===== src/rtl/uart_pkg.sv =====
// uart_pkg: shared definitions for the UART receive path.
// Holds the receive FSM state encoding, the per-character flag bit
// positions and the frame-format defaults, plus the data-bit normaliser.
package uart_pkg;

  // Receive FSM state encoding
  localparam logic [2:0] ST_IDLE   = 3'd0;
  localparam logic [2:0] ST_START  = 3'd1;
  localparam logic [2:0] ST_DATA   = 3'd2;
  localparam logic [2:0] ST_PARITY = 3'd3;
  localparam logic [2:0] ST_STOP1  = 3'd4;
  localparam logic [2:0] ST_STOP2  = 3'd5;
  localparam logic [2:0] ST_BREAK  = 3'd6;

  // Per-character flag positions inside the 3-bit flag field
  localparam int unsigned FLAGS_W  = 3;
  localparam int unsigned FLAG_BRK = 2;
  localparam int unsigned FLAG_FE  = 1;
  localparam int unsigned FLAG_PE  = 0;

  // Frame-format defaults
  localparam logic [3:0] CFG_BITS_DEFAULT = 4'd8;

  // Data-bit count outside 5..9 falls back to the default width
  function automatic logic [3:0] norm_bits(input logic [3:0] bits);
    return ((bits >= 4'd5) && (bits <= 4'd9)) ? bits : CFG_BITS_DEFAULT;
  endfunction

endpackage


===== src/rtl/rx_sync_fifo.sv =====
// rx_sync_fifo: single-clock first-word-fall-through FIFO.
// Ports: clk, rst (sync active-low), push/wdata write side, pop read side,
// rdata always shows the head entry, empty/full status and occupancy level.
// A push while full is accepted only when a pop happens in the same cycle.
module rx_sync_fifo #(
  parameter int unsigned WIDTH = 12,
  parameter int unsigned DEPTH = 16
) (
  input  logic                     clk,
  input  logic                     rst,
  input  logic                     push,
  input  logic                     pop,
  input  logic [WIDTH-1:0]         wdata,
  output logic [WIDTH-1:0]         rdata,
  output logic                     empty,
  output logic                     full,
  output logic [$clog2(DEPTH):0]   level
);

  localparam int unsigned PTR_W = $clog2(DEPTH);
  localparam int unsigned LVL_W = PTR_W + 1;

  logic [WIDTH-1:0] mem [DEPTH];
  logic [PTR_W-1:0] wr_ptr;
  logic [PTR_W-1:0] rd_ptr;
  logic [LVL_W-1:0] count;
  logic             do_push;
  logic             do_pop;

  assign empty   = (count == '0);
  assign full    = (count == LVL_W'(DEPTH));
  assign do_pop  = pop && !empty;
  assign do_push = push && (!full || do_pop);

  // Storage, pointers (wrap naturally for power-of-two depth) and occupancy
  always_ff @(posedge clk) begin
    if (!rst) begin
      wr_ptr <= '0;
      rd_ptr <= '0;
      count  <= '0;
      for (int i = 0; i < DEPTH; i++) mem[PTR_W'(i)] <= '0;
    end else begin
      if (do_push) begin
        mem[wr_ptr] <= wdata;
        wr_ptr      <= wr_ptr + PTR_W'(1);
      end
      if (do_pop) rd_ptr <= rd_ptr + PTR_W'(1);
      case ({do_push, do_pop})
        2'b10:   count <= count + LVL_W'(1);
        2'b01:   count <= count - LVL_W'(1);
        default: count <= count;
      endcase
    end
  end

  assign rdata = mem[rd_ptr];
  assign level = count;

endmodule


===== src/rtl/uart_rx_engine.sv =====
// uart_rx_engine: oversampled UART receiver with runtime frame format.
// Ports: clk, rst (sync active-low); AcqSig_i oversample tick; Rx_i serial
// line; cfg_data_bits_i / p_ParityEnable_i / ParityMethod_i / p_TwoStop_i /
// p_BigEnd_i frame format (latched at each start edge); n_rd_i active-low
// pop; data_o/flags_o head entry {break, frame_err, parity_err};
// p_empty_o/level_o FIFO status; p_OverrunError_o sticky overrun cleared by
// clr_overrun_i; p_Timeout_o idle receive timeout.
module uart_rx_engine
  import uart_pkg::*;
#(
  parameter int unsigned DATA_W       = 9,
  parameter int unsigned OVERSAMPLE   = 16,
  parameter int unsigned FIFO_DEPTH   = 16,
  parameter int unsigned TIMEOUT_BITS = 40
) (
  input  logic                          clk,
  input  logic                          rst,
  input  logic                          AcqSig_i,
  input  logic                          Rx_i,
  input  logic [3:0]                    cfg_data_bits_i,
  input  logic                          p_ParityEnable_i,
  input  logic                          ParityMethod_i,
  input  logic                          p_TwoStop_i,
  input  logic                          p_BigEnd_i,
  input  logic                          n_rd_i,
  output logic [DATA_W-1:0]             data_o,
  output logic [2:0]                    flags_o,
  output logic                          p_empty_o,
  output logic [$clog2(FIFO_DEPTH):0]   level_o,
  output logic                          p_OverrunError_o,
  input  logic                          clr_overrun_i,
  output logic                          p_Timeout_o
);

  localparam int unsigned TICK_W = $clog2(OVERSAMPLE);
  localparam int unsigned MID    = OVERSAMPLE / 2;
  localparam int unsigned TO_W   = $clog2(TIMEOUT_BITS + 1);
  localparam int unsigned WORD_W = DATA_W + FLAGS_W;

  logic               sync1, sync2, rx_prev;
  logic [2:0]         state_q, state_d;
  logic [TICK_W-1:0]  tick_q;
  logic               samp_a, samp_b;
  logic [3:0]         bits_q, bit_idx_q;
  logic               pen_q, podd_q, two_q, msb_q;
  logic [DATA_W-1:0]  shreg_q, shreg_d;
  logic               zero_q, pe_q, fe_q;
  logic               push_q;
  logic [WORD_W-1:0]  word_q;
  logic               ovr_q, to_q;
  logic [TO_W-1:0]    to_cnt_q;

  logic               start_edge_c, decide_c, bit_end_c, vote_c, last_data_c;
  logic               frame_done_c, is_break_c, pop_c;
  logic [3:0]         bit_pos_c;
  logic [FLAGS_W-1:0] flags_c;
  logic [WORD_W-1:0]  head;
  logic               empty, full;

  // Start edge needs a 1 seen before the 0, so a held-low line never re-triggers
  assign start_edge_c = (state_q == ST_IDLE) && rx_prev && !sync2;
  assign decide_c     = AcqSig_i && (tick_q == TICK_W'(MID + 1));
  assign bit_end_c    = AcqSig_i && (tick_q == TICK_W'(OVERSAMPLE - 1));
  // Two stored samples plus the current synchronised line at the decision tick
  assign vote_c       = (samp_a & samp_b) | (samp_a & sync2) | (samp_b & sync2);
  assign last_data_c  = (bit_idx_q == (bits_q - 4'd1));
  assign pop_c        = !n_rd_i && !empty;

  // FSM state register
  always_ff @(posedge clk) begin
    if (!rst) state_q <= ST_IDLE;
    else      state_q <= state_d;
  end

  // Next-state and frame-completion decode
  always_comb begin
    state_d      = state_q;
    frame_done_c = 1'b0;
    is_break_c   = 1'b0;
    case (state_q)
      ST_IDLE:   if (start_edge_c) state_d = ST_START;
      ST_START:  if (decide_c) state_d = vote_c ? ST_IDLE : ST_DATA;
      ST_DATA:   if (decide_c && last_data_c) state_d = pen_q ? ST_PARITY : ST_STOP1;
      ST_PARITY: if (decide_c) state_d = ST_STOP1;
      ST_STOP1: begin
        if (decide_c) begin
          if (!vote_c && zero_q) begin
            frame_done_c = 1'b1;
            is_break_c   = 1'b1;
            state_d      = ST_BREAK;
          end else if (two_q) begin
            state_d = ST_STOP2;
          end else begin
            frame_done_c = 1'b1;
            state_d      = ST_IDLE;
          end
        end
      end
      ST_STOP2: begin
        if (decide_c) begin
          frame_done_c = 1'b1;
          state_d      = ST_IDLE;
        end
      end
      ST_BREAK:  if (sync2) state_d = ST_IDLE;
      default:   state_d = ST_IDLE;
    endcase
  end

  // Data bit placement (LSB-first or MSB-first) and flags of the finished character
  always_comb begin
    bit_pos_c = msb_q ? (bits_q - 4'd1 - bit_idx_q) : bit_idx_q;
    shreg_d   = shreg_q;
    for (int i = 0; i < DATA_W; i++) begin
      if (bit_pos_c == 4'(i)) shreg_d[i] = vote_c;
    end
    flags_c          = '0;
    flags_c[FLAG_BRK] = is_break_c;
    flags_c[FLAG_FE]  = (state_q == ST_STOP2) ? (fe_q | ~vote_c) : ~vote_c;
    flags_c[FLAG_PE]  = pe_q;
  end

  // Synchroniser, sampler, frame datapath, overrun and timeout
  always_ff @(posedge clk) begin
    if (!rst) begin
      sync1     <= 1'b1;
      sync2     <= 1'b1;
      rx_prev   <= 1'b1;
      tick_q    <= '0;
      samp_a    <= 1'b1;
      samp_b    <= 1'b1;
      bits_q    <= CFG_BITS_DEFAULT;
      pen_q     <= 1'b0;
      podd_q    <= 1'b0;
      two_q     <= 1'b0;
      msb_q     <= 1'b0;
      bit_idx_q <= '0;
      shreg_q   <= '0;
      zero_q    <= 1'b1;
      pe_q      <= 1'b0;
      fe_q      <= 1'b0;
      push_q    <= 1'b0;
      word_q    <= '0;
      ovr_q     <= 1'b0;
      to_q      <= 1'b0;
      to_cnt_q  <= '0;
    end else begin
      sync1   <= Rx_i;
      sync2   <= sync1;
      rx_prev <= sync2;

      if (start_edge_c)  tick_q <= '0;
      else if (AcqSig_i) tick_q <= (tick_q == TICK_W'(OVERSAMPLE - 1)) ? '0 : tick_q + TICK_W'(1);

      if (AcqSig_i && (tick_q == TICK_W'(MID - 1))) samp_a <= sync2;
      if (AcqSig_i && (tick_q == TICK_W'(MID)))     samp_b <= sync2;

      // Frame format is frozen for the whole character
      if (start_edge_c) begin
        bits_q    <= norm_bits(cfg_data_bits_i);
        pen_q     <= p_ParityEnable_i;
        podd_q    <= ParityMethod_i;
        two_q     <= p_TwoStop_i;
        msb_q     <= p_BigEnd_i;
        bit_idx_q <= '0;
        shreg_q   <= '0;
        zero_q    <= 1'b1;
        pe_q      <= 1'b0;
        fe_q      <= 1'b0;
      end

      if (decide_c) begin
        case (state_q)
          ST_DATA: begin
            shreg_q   <= shreg_d;
            bit_idx_q <= bit_idx_q + 4'd1;
            zero_q    <= zero_q & ~vote_c;
          end
          ST_PARITY: begin
            pe_q   <= vote_c ^ (^shreg_q) ^ podd_q;
            zero_q <= zero_q & ~vote_c;
          end
          ST_STOP1: fe_q <= ~vote_c;
          default: ;
        endcase
      end

      push_q <= frame_done_c;
      if (frame_done_c) word_q <= {flags_c, shreg_q};

      // A set wins over a simultaneous clear
      ovr_q <= (ovr_q & ~clr_overrun_i) | (push_q & full & ~pop_c);

      if (pop_c || start_edge_c || empty) begin
        to_cnt_q <= '0;
        to_q     <= 1'b0;
      end else begin
        if ((state_q == ST_IDLE) && bit_end_c && (to_cnt_q != TO_W'(TIMEOUT_BITS)))
          to_cnt_q <= to_cnt_q + TO_W'(1);
        if (to_cnt_q == TO_W'(TIMEOUT_BITS)) to_q <= 1'b1;
      end
    end
  end

  rx_sync_fifo #(
    .WIDTH (WORD_W),
    .DEPTH (FIFO_DEPTH)
  ) u_fifo (
    .clk   (clk),
    .rst   (rst),
    .push  (push_q),
    .pop   (pop_c),
    .wdata (word_q),
    .rdata (head),
    .empty (empty),
    .full  (full),
    .level (level_o)
  );

  assign data_o           = head[DATA_W-1:0];
  assign flags_o          = head[WORD_W-1:DATA_W];
  assign p_empty_o        = empty;
  assign p_OverrunError_o = ovr_q;
  assign p_Timeout_o      = to_q;

endmodule


===== config.mk =====
export PLATFORM = sky130hd
export DESIGN_NAME = uart_rx_engine
export DESIGN_NICKNAME = d
export VERILOG_FILES = /design/src/rtl/uart_pkg.sv /design/src/rtl/rx_sync_fifo.sv /design/src/rtl/uart_rx_engine.sv
export SDC_FILE = /design/constraint.sdc
export NUM_CORES = 1
export LEC_CHECK = 0
export CORE_MARGIN = 5
export CORE_UTILIZATION = 66
export CTS_CLUSTER_DIAMETER = 30
export DETAILED_ROUTE_END_ITERATION = 7
export HOLD_SLACK_MARGIN = 0.12
export PLACE_DENSITY_LB_ADDON = 0.15
export SYNTH_ARGS = -nofsm -noshare
export SYNTH_HDL_FRONTEND = slang
export SYNTH_HIERARCHICAL = 1
export SYNTH_SLANG_ARGS = --single-unit

===== constraint.sdc =====
create_clock -name clk -period 5.6 [get_ports clk]
set_input_delay 0.56 -clock clk [delete_from_list [all_inputs] [get_ports clk]]
set_output_delay 0.56 -clock clk [all_outputs]
set_load 0.03 [all_outputs]

==> results.txt, run 1 <==
The run finished with clean final reports. The final critical-path share of the clock period was 70.94%; the global-route congestion overflow total was 0. Signal routing reaches up to met4. Dividing the detail-routed via count by the number of cells gives 6.450. 34 I/O pins were placed. The logs give 15.35 mm for the detailed route wirelength on metal2 and 6 for the first-pass detailed-route iteration total. Sequential cells were found to cover 58.72% of the synthesized design area. The floorplan step set the die width to 146.7 µm. By area the synthesized netlist is led by edfxtp_1, dfxtp_1, mux4_2, nor2_1, mux2i_1. The tree is rooted in a clkbuf_16.

The wire length on met1 is 11.37 mm. TritonCTS built the clock tree. The logs give 8355 for the via count of the first global-routing pass and 0 for the number of hold-slack violations in the final timing report.

The count of buffers added on input and output ports is 33. The logs give 0 ps for the post-route setup TNS and 1064 for the post-synth net total. Dividing the detail-routed wire length by the instance count gives 22.61 µm. Counting cells, the worst reg-to-reg path comes to 6. The fraction of layout instances using a drive strength above 1 came out at 15.17%. Category of the worst setup path capture point: a flip-flop. Clock skew on the completed layout was measured at 19.42 ps. The repair_antennas step left the layout with diodes totalling 0.

The clock reaches the later pin of the worst-skew pair after 530 ps. The core region is 18580 µm². For the number of pins exceeding their max-slew limit in the final report, the log shows 0. Initial standard-cell utilization of the core: 66.42%. The minimum clock period came out at 3973 ps.

The number of standard cells in the layout, taps in and fillers out came out at 1322. The run gives 44 as the number of clock buffers inserted by TritonCTS. The number of gates resized after CTS was 0. The die covers 21530 µm². The number of unique standard cell types used by synthesis is 63, and the proportion of netlist area held by the largest area contributor is 46.72%.

Post-synthesis cell type with the largest combined area: edfxtp_1. The tools report the netlist area before placement as 12340 µm². After detailed routing, the number of remaining DRC violations is 0. The number of violations reported at the end of detailed-routing iteration 0 is 898.

The run gives 28.04% as the aggregate global-route resource usage. Summed over all cells, the static leakage comes to 4.910 nW. For the worst setup path, the data required time is 5740 ps. The most frequently used flop master after synthesis is edfxtp_1. The aggregate routed wire length was 29.89 mm. The number of stages on the worst hold path is 1. The tools report the clock sink total as 266. The tools report the number of placement rows as 50. The synthesized design contains 192 enable-type register cells.

The run gives 19.29 mm as the half-perimeter wire length after placement. The post-CTS setup buffer count was 0. The clock tree synthesis step divided the H-tree into 2 levels. The count of hold buffers inserted by post-cts repair was 0. After layout, the worst setup slack is 1627 ps.

The worst setup path is launched from a flip-flop. The worst hold path belongs to the class flip-flop to flip-flop. The gate count of the mapped netlist was 1030. Counting along the longest clock path gives a buffer depth of 3. The area growth from synthesis to layout is 15.43%. In this run the worst path has a maximum fanout of 19. Prior to clock tree synthesis, the placed netlist has a worst setup slack of 1550 ps.

The yosys synthesis warning count is 6. The average cell area after synthesis was 11.98 µm². Clock-pin slew was measured on the worst setup and hold paths at 60 ps. The number of placed instances with taps included is 1240, and the total number of nets in the final design is 1086. The first-pass GRT wire length was 46.99 mm. Of all flip-flops after synthesis, the portion carrying an async set or reset was 0%. By count the netlist is led by nor2_1, edfxtp_1, dfxtp_1, nand2_1, nand3_1. The run gives 251.7 MHz as the peak clock frequency supported by timing. Count of antenna-violating nets left after detailed routing: 0.

The most common cell in the synthesized netlist is nor2_1. Measured against its own limit, the worst slew margin works out to 12.08%. The register bit total from synthesis came out at 266.

Setup violations remaining at the end of the flow were counted as 0. The run gives 0 as the number of antenna violations at the first check in global routing. STA puts the critical path data arrival time at 4110 ps. The tools report the last weighted congestion value of the routability-driven placer as 0.8246. From bottom edge to top edge, the die measures 146.7 µm. The power per unit of standard cell area is 367.5 nW/µm². Max-cap violations in this run came to 0.

Type of the worst setup path: flip-flop to flip-flop. For the pin with the worst max-slew slack, the measured transition is 1310 ps. In the detailed route, the total length drawn on met3 is 2.153 mm. Worst ir drop on vdd: 0.2435 mV.

The pin count of the biggest net entering global routing is 100, and the core occupancy in the finished layout is 76.67%. The detailed router placed 8527 vias in this run. Setup repair after global routing left no endpoint under its margin. Total power: 5.235 mW.
## report_power, final
group	internal, mW	total (mW)	switching (mW)
clock network	1.78	2.77	0.991
logic	0.0871	0.225	0.138
registers	2.19	2.24	0.0500
total	4.06	5.23	1.18
## final timing paths
kind | from | slack (ps) | end
worst max-delay path | u_fifo/level[4]$_SDFFE_PN0P_ | 1630 | u_fifo/mem[10][3]$_SDFFCE_PN0P_
worst min-delay path | sync1$_SDFF_PN1_ | 410 | sync2$_SDFF_PN1_
worst min register to register | sync1$_SDFF_PN1_ | 410 | sync2$_SDFF_PN1_
worst max register to register | u_fifo/level[4]$_SDFFE_PN0P_ | 1630 | u_fifo/mem[10][3]$_SDFFCE_PN0P_
## state kept, by name, indices dropped and copies added, names as in the netlist, 3 cells and up, named ones only
name           count
tick_q             4
u_fifo/level       5
bits_q             4
to_cnt_q           6
bit_idx_q          4
u_fifo/mem       192
u_fifo/wr_ptr      4
word_q            12
u_fifo/rd_ptr      4
shreg_q            9
state_q            3
## cells by family after synthesis
family | after synthesis | synth area share [%]
AO/OA/AOI/OAI | 110 | 6.083
XOR/XNOR | 25 | 1.947
adder cells (fa/ha/maj) | 21 | 2.241
buffers and inverters | 84 | 3.194
flip-flops | 266 | 58.72
multiplexers | 83 | 11.73
AND/OR/NAND/NOR | 441 | 16.08
## cell type report
cell class | count | area [µm²]
clock buffer | 46 | 1130
clock inverter | 36 | 412.9
fill | 1104 | 4335
inverter | 21 | 78.83
multi-input combinational | 680 | 4708
sequential | 266 | 7252
tap | 234 | 292.8
timing repair buffer | 39 | 370.4
## placed cells by master, fill, tap and decap left out, drive strengths merged, types with 9 or more instances in the layout
cell / Yosys / routed
nand3: 61 / 61
mux4: 48 / 48
nor2: 234 / 234
ha: 18 / 18
nand2b: 10 / 10
nor2b: 10 / 10
clkinv: 1 / 14
o21ai: 36 / 36
clkbuf: 30 / 46
o211ai: 9 / 9
a21oi: 20 / 20
xnor2: 20 / 20
and2: 14 / 14
clkdlybuf4s50: 0 / 32
mux2i: 32 / 32
a22oi: 25 / 25
nor3: 17 / 17
dfxtp: 74 / 74
nand2: 69 / 69
inv: 20 / 31
edfxtp: 192 / 192
## metal layers
| layer | track usage (%) | vias to the layer above |
|---|---|---|
| met5 | 0 | - |
| met4 | 10.68 | 0 |
| met3 | 4.534 | 70 |
| met2 | 47.22 | 479 |
| met1 | 37.08 | 4177 |
| li1 | - | 3801 |
## worst max-delay path, stage by stage, from the launching register on
cell and delay (ps):
dfxtp_1 660, nor2_1 170, nor2_1 630, nor2b_1 170, nand2_1 190, nand3b_1 550, o21ai_1 1200
## through the flow
step           hold slack [ps]  instance area (µm²)
2_1_floorplan            386.3                12340
3_3_place_gp             389.1                12700
3_5_place_dp             395.2                12700
4_1_cts                  407.4                14240
5_1_grt                  431.9                14240
6_report                 406.5                14240
Note: power is estimated with default switching activity, not from simulation.
==> run 2: changes to the inputs <==
--- a/config.mk
+++ b/config.mk
@@ -6,7 +6,7 @@
 export NUM_CORES = 1
 export LEC_CHECK = 0
 export CORE_MARGIN = 5
-export CORE_UTILIZATION = 66
+export CORE_UTILIZATION = 56
 export CTS_CLUSTER_DIAMETER = 30
 export DETAILED_ROUTE_END_ITERATION = 7
 export HOLD_SLACK_MARGIN = 0.12
==> constraint.sdc (replaced) <==
create_clock -name clk -period 3.4 [get_ports clk]
set_input_delay 0.34 -clock clk [delete_from_list [all_inputs] [get_ports clk]]
set_output_delay 0.34 -clock clk [all_outputs]
set_load 0.03 [all_outputs]
==> results.txt, run 2 (synthesis results as in run 1) <==
Setup repair after global routing left no endpoint under its margin. Floorplan die area: 25100 µm² (+17%). The I/O pin total is 34 (unchanged).

The kind of start point of the critical path is a flip-flop. Aggregate global-route resource usage: 25.47% (-2.6 points). Aggregate routed wire length: 30.95 mm (+3.6%). Worst hold path class: input pin to flip-flop. The leakage power summed over all cells is 5.264 nW (+7.2%). Peak clock frequency supported by timing: 312.0 MHz. For the area of the placeable core, the log shows 21760 µm² (+17%).

The number of placement rows is 54 (+8.0%), and the total number of nets in the final design is 1135 (+4.5%). u_fifo/mem holds more flip-flops than any other register. The tools report the final worst clock skew as 28.25 ps (+8.828 ps).

The tree is rooted in a clkbuf_16. The tools report the via count as 8646 (+1.4%). The beginning of the worst register-to-register path was u_fifo/level[3]$_SDFFE_PN0P_.

The number of diodes is 0 (unchanged). For the number of antenna violations at the first check in global routing, the log shows 0 (unchanged). Maximum clock path buffer count: 3 (unchanged).

The worst ir drop on vdd is 0.4624 mV (+90%), and the die extent in y is 158.4 µm (+8.0%). The library cells used most frequently in the layout, excluding fill and tap cells, are nor2_1, edfxtp_1, dfxtp_1. The H-tree depth reported by CTS was 2 (unchanged); the worst hold-check slack was 339.2 ps (-67.31 ps). The first-pass detailed-route iteration total came out at 5 (-1). Total power: 9.520 mW (+82%). Slew at the pin with the worst max-slew slack: 806.1 ps (-504.0 ps).

The overall die width is 158.4 µm (+8.0%), and the average vias per placed instance is 6.063 (-6.0%). The tools report the count of antenna-violating nets left after detailed routing as 0 (unchanged). The library cell used most frequently in the layout, excluding fill and tap cells, is nor2_1.

The tools report the number of instances resized during post-cts repair as 0 (unchanged). In the final layout, the registers with the most flip-flops are u_fifo/mem x192, word_q x12, shreg_q x9. Final critical-path share of the clock period: 94.26%. For the remaining max-slew budget at the tightest pin, the log shows 46.26% (+34 points). The global-route congestion overflow total was 0 (unchanged); the minimum clock period was 3205 ps. For the number of placed instances with taps included, the log shows 1325 (+6.9%).

The tools report the first-pass GRT wire length as 48.30 mm (+2.8%). The run gives 850 (-5.3%) as the number of violations reported at the end of detailed-routing iteration 0. The via count of the first global-routing pass came out at 8507 (+1.8%). Among cell families on the critical path, the largest total delay comes from buffers and inverters. The source-to-sink clock delay at the later pin of the worst-skew pair was 560 ps (+30 ps). The count of input and output buffers is 33 (unchanged). The number of flip-flops under the largest register name is 192 (unchanged).

The power per unit of standard cell area is 635.5 nW/µm² (+73%). The slowest stage of the critical path is the clkdlybuf4s50_1 cell. The fraction of layout instances using a drive strength above 1 is 19.11% (+3.9 points). The final instance area was 14980 µm² (+5.2%); the number of hold-slack violations in the final timing report was 0 (unchanged). The max-cap check violation count was 0 (unchanged); the clock sink total was 266 (unchanged). For the number of standard cells in the layout, taps in and fillers out, the log shows 1426 (+7.9%).

The post-CTS setup buffer count was 0 (unchanged). The clock slew at the register clock pins of the worst setup and hold paths was 50 ps (about the same); the count of buffer and inverter cells on the critical path was 2 (+2). The number of filler instances in the final layout was 1551 (+40%); the area growth from synthesis to layout was 21.39%. The setup path with the least slack is of type flip-flop to primary output. Startpoint of the most critical hold path: rst. The logs give 0 (unchanged) for the number of pins exceeding their max-slew limit in the final report and 0 (unchanged) for the count of hold buffers inserted by post-cts repair. The detail-routed net length per standard cell is 21.71 µm (-4.0%). The run gives 0 (unchanged) as the total setup violations reported at the end of the flow. The critical path goes through buf_12, mux4_2, a22oi_1, nand2_1, clkdlybuf4s50_1.

Remaining design rule violation count: 0 (unchanged). The initial standard-cell utilization of the core came out at 56.72% (-9.7 points). For the data arrival time of the worst path, the log shows 2860 ps (-1250 ps).

The worst setup path is captured at a primary output. The run gives 0.8276 (+0.36%) as the last weighted congestion value of the routability-driven placer. The number of clock buffers inserted by TritonCTS is 54 (+23%), and the largest stage delay on the critical path is 640 ps (-560 ps).

Worst endpoint required time: 3060 ps (-2680 ps). The run gives 72 (-28%) as the pin count of the biggest net entering global routing. The half-perimeter wire length after placement was 19.69 mm (+2.1%).

The run finished with clean final reports. TritonCTS built the clock tree. The run gives 13080 µm² (+3.0%) as the cell area reported after detailed placement. The maximum fanout count along the critical path works out to 43 (+24).
run 2: cell types whose count changed in the layout (fill, tap and decap cells not counted), sizes merged:
cell | before | now
buf | 7 | 46
inv | 31 | 30
clkbuf | 46 | 63
clkinvlp | 6 | 8
bufinv | 6 | 8
clkinv | 14 | 13
run 2: tightest hold or removal path, delay by kind of cell:
kind                   cells  cell delay [ps]
buffers and inverters      3              380
and+or+nand+nor            1              120
run 2: where the power goes:
group          internal, mW  switching (mW)
clock                  3.63            1.80
combinational         0.164           0.249
sequential             3.61          0.0731
run 2: metal layers:
layer  track usage, %  up-vias  share of wire, %
li1                 -     3917                 -
met1            36.45     4238                42
met2            39.09      413                46
met3            5.273       78               9.0
met4            9.139        0               3.2
met5                0        -                 0
run 2: through the flow:
stage | setup WS (ps) | util [%] | setup TNS [ps]
finish | 195.3 | 68.86 | 0
global placement | 553.6 | 60.10 | 0
global route | 55.66 | 68.86 | 0
CTS | 165.6 | 68.86 | 0
floorplan | -207.2 | - | -6283
detailed placement | 508.7 | 60.10 | 0
run 2: path summary, 6_finish.rpt:
check        slack, ps  cells after the start                            to
min                340                      4        word_q[9]$_SDFFE_PN0P_
min reg2reg        400                      1              sync2$_SDFF_PN1_
max reg2reg        470                     11  u_fifo/level[4]$_SDFFE_PN0P_
max                200                      5                    flags_o[0]
run 2: area by class of cell:
cell class / count / area (µm²) / share of cell area, %
Timing Repair Buffer: 78 / 688.2 / 4.594
Multi-Input combinational cell: 680 / 4706 / 31.41
Inverter: 21 / 78.83 / 0.5262
Clock buffer: 63 / 1415 / 9.446
Sequential cell: 266 / 7252 / 48.41
Clock inverter: 38 / 490.5 / 3.274
Tap cell: 280 / 350.3 / 2.339
==> run 3: changes to the inputs <==
--- a/config.mk
+++ b/config.mk
@@ -13,5 +13,4 @@
 export PLACE_DENSITY_LB_ADDON = 0.15
 export SYNTH_ARGS = -nofsm -noshare
 export SYNTH_HDL_FRONTEND = slang
-export SYNTH_HIERARCHICAL = 1
 export SYNTH_SLANG_ARGS = --single-unit
==> results.txt, run 3 <==
The number of flip-flops under the largest register name came out at 192 (unchanged). Setup repair after global routing could not meet its margin everywhere. The run gives 0 (unchanged) as the post-CTS setup buffer count. Power per unit of standard cell area: 690.0 nW/µm² (+8.6%). For the source-to-sink clock delay at the later pin of the worst-skew pair, the log shows 550 ps (about the same). Among cell families on the critical path, the largest total delay comes from multiplexers. Number of instances resized during post-cts repair: 0 (unchanged). The post-synth net total was 998 (-6.2%); the die extent in y was 160.5 µm (+1.3%). Worst endpoint required time: 3060 ps (about the same). The design internal power came out at 7.941 mW (+7.3%). The final worst clock skew was 20.31 ps (-7.944 ps). The logs give 0 (unchanged) for the count of hold buffers inserted by post-cts repair and 0 (-6) for the yosys synthesis warning count. The remaining max-slew budget at the tightest pin was 40.69% (-5.6 points).

For the setup slack at placement, the log shows 612.1 ps (+103.5 ps). The tools report the max-cap check violation count as 0 (unchanged). The overall die width is 160.5 µm (+1.3%). The tools report the global-route congestion overflow total as 0 (unchanged). The run gives 22500 µm² (+3.4%) as the area of the placeable core. The root buffer cell chosen for the clock tree is clkbuf_16.

For the number of hold-slack violations in the final timing report, the log shows 0 (unchanged). Pin count of the biggest net entering global routing: 49 (-32%). The switching share of total power is 24.54% (+2.2 points), and the area growth from synthesis to layout is 20.16%. The startpoint identified for the worst hold timing path is p_ParityEnable_i. The number of enable-type register cells in the synthesized netlist is 192 (unchanged). The proportion of netlist area held by the largest area contributor works out to 45.43% (-1.3 points).

H-tree depth reported by CTS: 2 (unchanged). The number of unique standard cell types used by synthesis was 69 (+9.5%). The largest stage delay on the critical path came out at 610 ps (-30 ps). Initial standard-cell utilization of the core: 56.40% (-0.32 points). The run gives 29.90 mm (-3.4%) as the aggregate routed wire length. The largest registers in the layout are u_fifo.mem x192, word_q x12, shreg_q x9. Cell type with the highest occurrence count on the critical path: mux4_2. The switching power was 2.582 mW (+22%); the part of the Yosys area used for sequential elements was 57.10% (-1.6 points). The first-pass GRT wire length was 46.73 mm (-3.2%).

The minimum clock period is 3269 ps (+64.43 ps). The final instance area was 15250 µm² (+1.8%); the relative contribution of sequential cells to total power was 35.8% (-2.9 points). The number of violations reported at the end of detailed-routing iteration 0 is 669 (-21%). The library cell used most frequently in the layout, excluding fill and tap cells, is and2_1. The worst ir drop on vdd was 0.5334 mV (+15%); the total setup violations reported at the end of the flow was 0 (unchanged). The maximum fanout count along the critical path is 24 (-44%), and the slew at the pin with the worst max-slew slack is 889.6 ps (+83.48 ps). The tools report the share of total power in the clock network as 51.1% (-5.9 points). The run gives 19.22 mm (-2.4%) as the half-perimeter wire length after placement.

In the synthesized netlist the dominant register cell turns out to be edfxtp_1. The average cell area after synthesis is 13.17 µm² (+9.9%). and2_1 is the most common cell in the netlist. The post-synthesis cell type with the largest combined area is edfxtp_1. The number of diodes came out at 0 (unchanged). The count of buffer and inverter cells on the critical path was 2 (unchanged). The peak clock frequency supported by timing is 305.9 MHz (-2.0%). TritonCTS built the clock tree.

The proportion of power drawn by combinational gates is 13.0% (+8.7 points). The clock slew at the register clock pins of the worst setup and hold paths works out to 50 ps (about the same). Leaving out fill and tap cells, the most frequent cells in the layout are and2_1, edfxtp_1, dfxtp_1. Largest register by flop count: u_fifo.mem.

Traced cell by cell, the critical path runs through buf_12, mux4_2, mux4_2, clkdlybuf4s50_1. The tools report the maximum clock path buffer count as 3 (unchanged). Clock sink total: 266 (unchanged). The data arrival time of the worst path is 2930 ps (+70 ps).

Among all stages on the critical path, the largest delay is contributed by clkdlybuf4s50_1. The via count was 7851 (-9.2%). For the total number of nets in the final design, the log shows 1059 (-6.7%). The number of clock buffers inserted by TritonCTS was 53 (-1.9%); the gate count of the mapped netlist was 964 (-6.4%). The run gives 130.9 ps (-64.43 ps) as the final worst-path setup slack. The run finished with clean final reports. The netlist area before placement is 12690 µm² (+2.8%). The count of input and output buffers is 33 (unchanged), and the post-route setup TNS is 0 ps (unchanged). The register bit total from synthesis was 266 (unchanged). The number of antenna violations at the first check in global routing came out at 0 (unchanged). In this run the critical register-to-register path is launched from u_fifo.level[0]$_SDFFE_PN0P_. Fraction of registers with async set or reset after synthesis: 0% (unchanged).

For the via count of the first global-routing pass, the log shows 7927 (-6.8%). The kind of start point of the critical path is a flip-flop. The remaining design rule violation count was 0 (unchanged). The I/O pin total came out at 34 (unchanged).

The count of antenna-violating nets left after detailed routing is 0 (unchanged). The category of the worst setup path capture point is a primary output. The average vias per placed instance came out at 5.803 (-4.3%). The type of the worst setup path is flip-flop to primary output. The cell area reported after detailed placement is 13350 µm² (+2.1%). The floorplan die area is 25770 µm² (+2.7%), and the final critical-path share of the clock period is 96.15% (+1.9 points). The run gives 10.52 mW (+11%) as the total power.

The number of pins exceeding their max-slew limit in the final report was 0 (unchanged). Last weighted congestion value of the routability-driven placer: 0.8713 (+5.3%). The worst hold path belongs to the class input pin to flip-flop. By area the synthesized netlist is led by edfxtp_1, dfxtp_1, mux4_2, and2_1, ha_1. The tools report the leakage power summed over all cells as 5.419 nW (+2.9%). The first-pass detailed-route iteration total was 5 (unchanged); the detail-routed net length per standard cell was 22.10 µm (+1.8%).

The run gives 23.60% (-1.9 points) as the aggregate global-route resource usage. Fraction of layout instances using a drive strength above 1: 20.97% (+1.9 points). The number of placement rows is 55 (+1.9%). The commonest cells after synthesis are and2_1, edfxtp_1, dfxtp_1, mux4_2, nor2_1.
==> run 3: changes by cell type in the layout (fill, tap and decap cells not counted), moves of 8 or more <==
cell | before | now
and2_1 | 14 | 196
nor2_1 | 233 | 58
nand3_1 | 60 | 26
nand2_1 | 69 | 36
a22oi_1 | 25 | 0
buf_4 | 43 | 30
mux4_2 | 48 | 60
a41oi_1 | 0 | 9
mux2i_1 | 31 | 22
nor3_1 | 12 | 4
o32ai_1 | 0 | 8
==> run 3: tightest hold or removal path, stage by stage <==
cell	delay, ps
clkdlybuf4s50_1	390
nand2_1	50
a21oi_1	50
==> run 3: per-stage QoR <==
stage / hold slack [ps] / utilization (%) / std cells
6_report: 345.0 / 67.77 / 1353
5_1_grt: 349.7 / 67.77 / 1353
4_1_cts: 330.5 / 67.72 / 1353
3_5_place_dp: 395.3 / 59.34 / 1255
3_3_place_gp: 394.8 / 59.34 / 1255
2_1_floorplan: 386.3 / - / 964
==> run 3: path summary, 6_finish.rpt <==
| check | cells after the start | to | slack (ps) |
|---|---|---|---|
| max | 4 | data_o[2] | 130 |
| min | 3 | pen_q$_SDFFE_PN0P_ | 340 |
| min reg2reg | 1 | sync2$_SDFF_PN1_ | 400 |
| max reg2reg | 9 | u_fifo.level[4]$_SDFFE_PN0P_ | 790 |
==> run 3: cell families (layout without fill, tap and decap cells) <==
kind of cell	Yosys count	count (layout)	share of synthesized area, %
adder cells (fa/ha/maj)	21	21	2.179
flip-flops	266	266	57.10
AO/OA/AOI/OAI	95	95	5.038
multiplexers	84	84	12.65
XOR/XNOR	31	31	2.257
AND/OR/NAND/NOR	382	382	17.66
buffers and inverters	85	189	3.125
==> run 3: final cells by class <==
class	count	area, µm²
Sequential cell	266	7252
Fill cell	1611	7252
Multi-Input combinational cell	613	5049
Clock buffer	58	1409
Timing Repair Buffer	66	614.3
Clock inverter	40	476.7
Tap cell	285	356.6
Inverter	25	93.84
==> run 3: power groups by stage <==
stage | Combinational [mW] | Sequential [mW] | Clock, mW
6_report | 1.37 | 3.77 | 5.38
5_1_grt | 1.47 | 3.79 | 5.63
4_1_cts | 1.39 | 3.77 | 5.45
3_5_place_dp | 1.38 | 3.83 | 0
3_3_place_gp | 1.35 | 3.83 | 0
2_1_floorplan | 1.00 | 3.80 | 0
==> run 3: layer usage <==
metal | vias up | global-route usage, % | share of wire (%)
li1 | 3662 | - | -
met2 | 312 | 38.64 | 49
met4 | 0 | 8.056 | 2.5
met5 | - | 0 | 0
met3 | 51 | 4.850 | 7.8
met1 | 3826 | 31.74 | 41
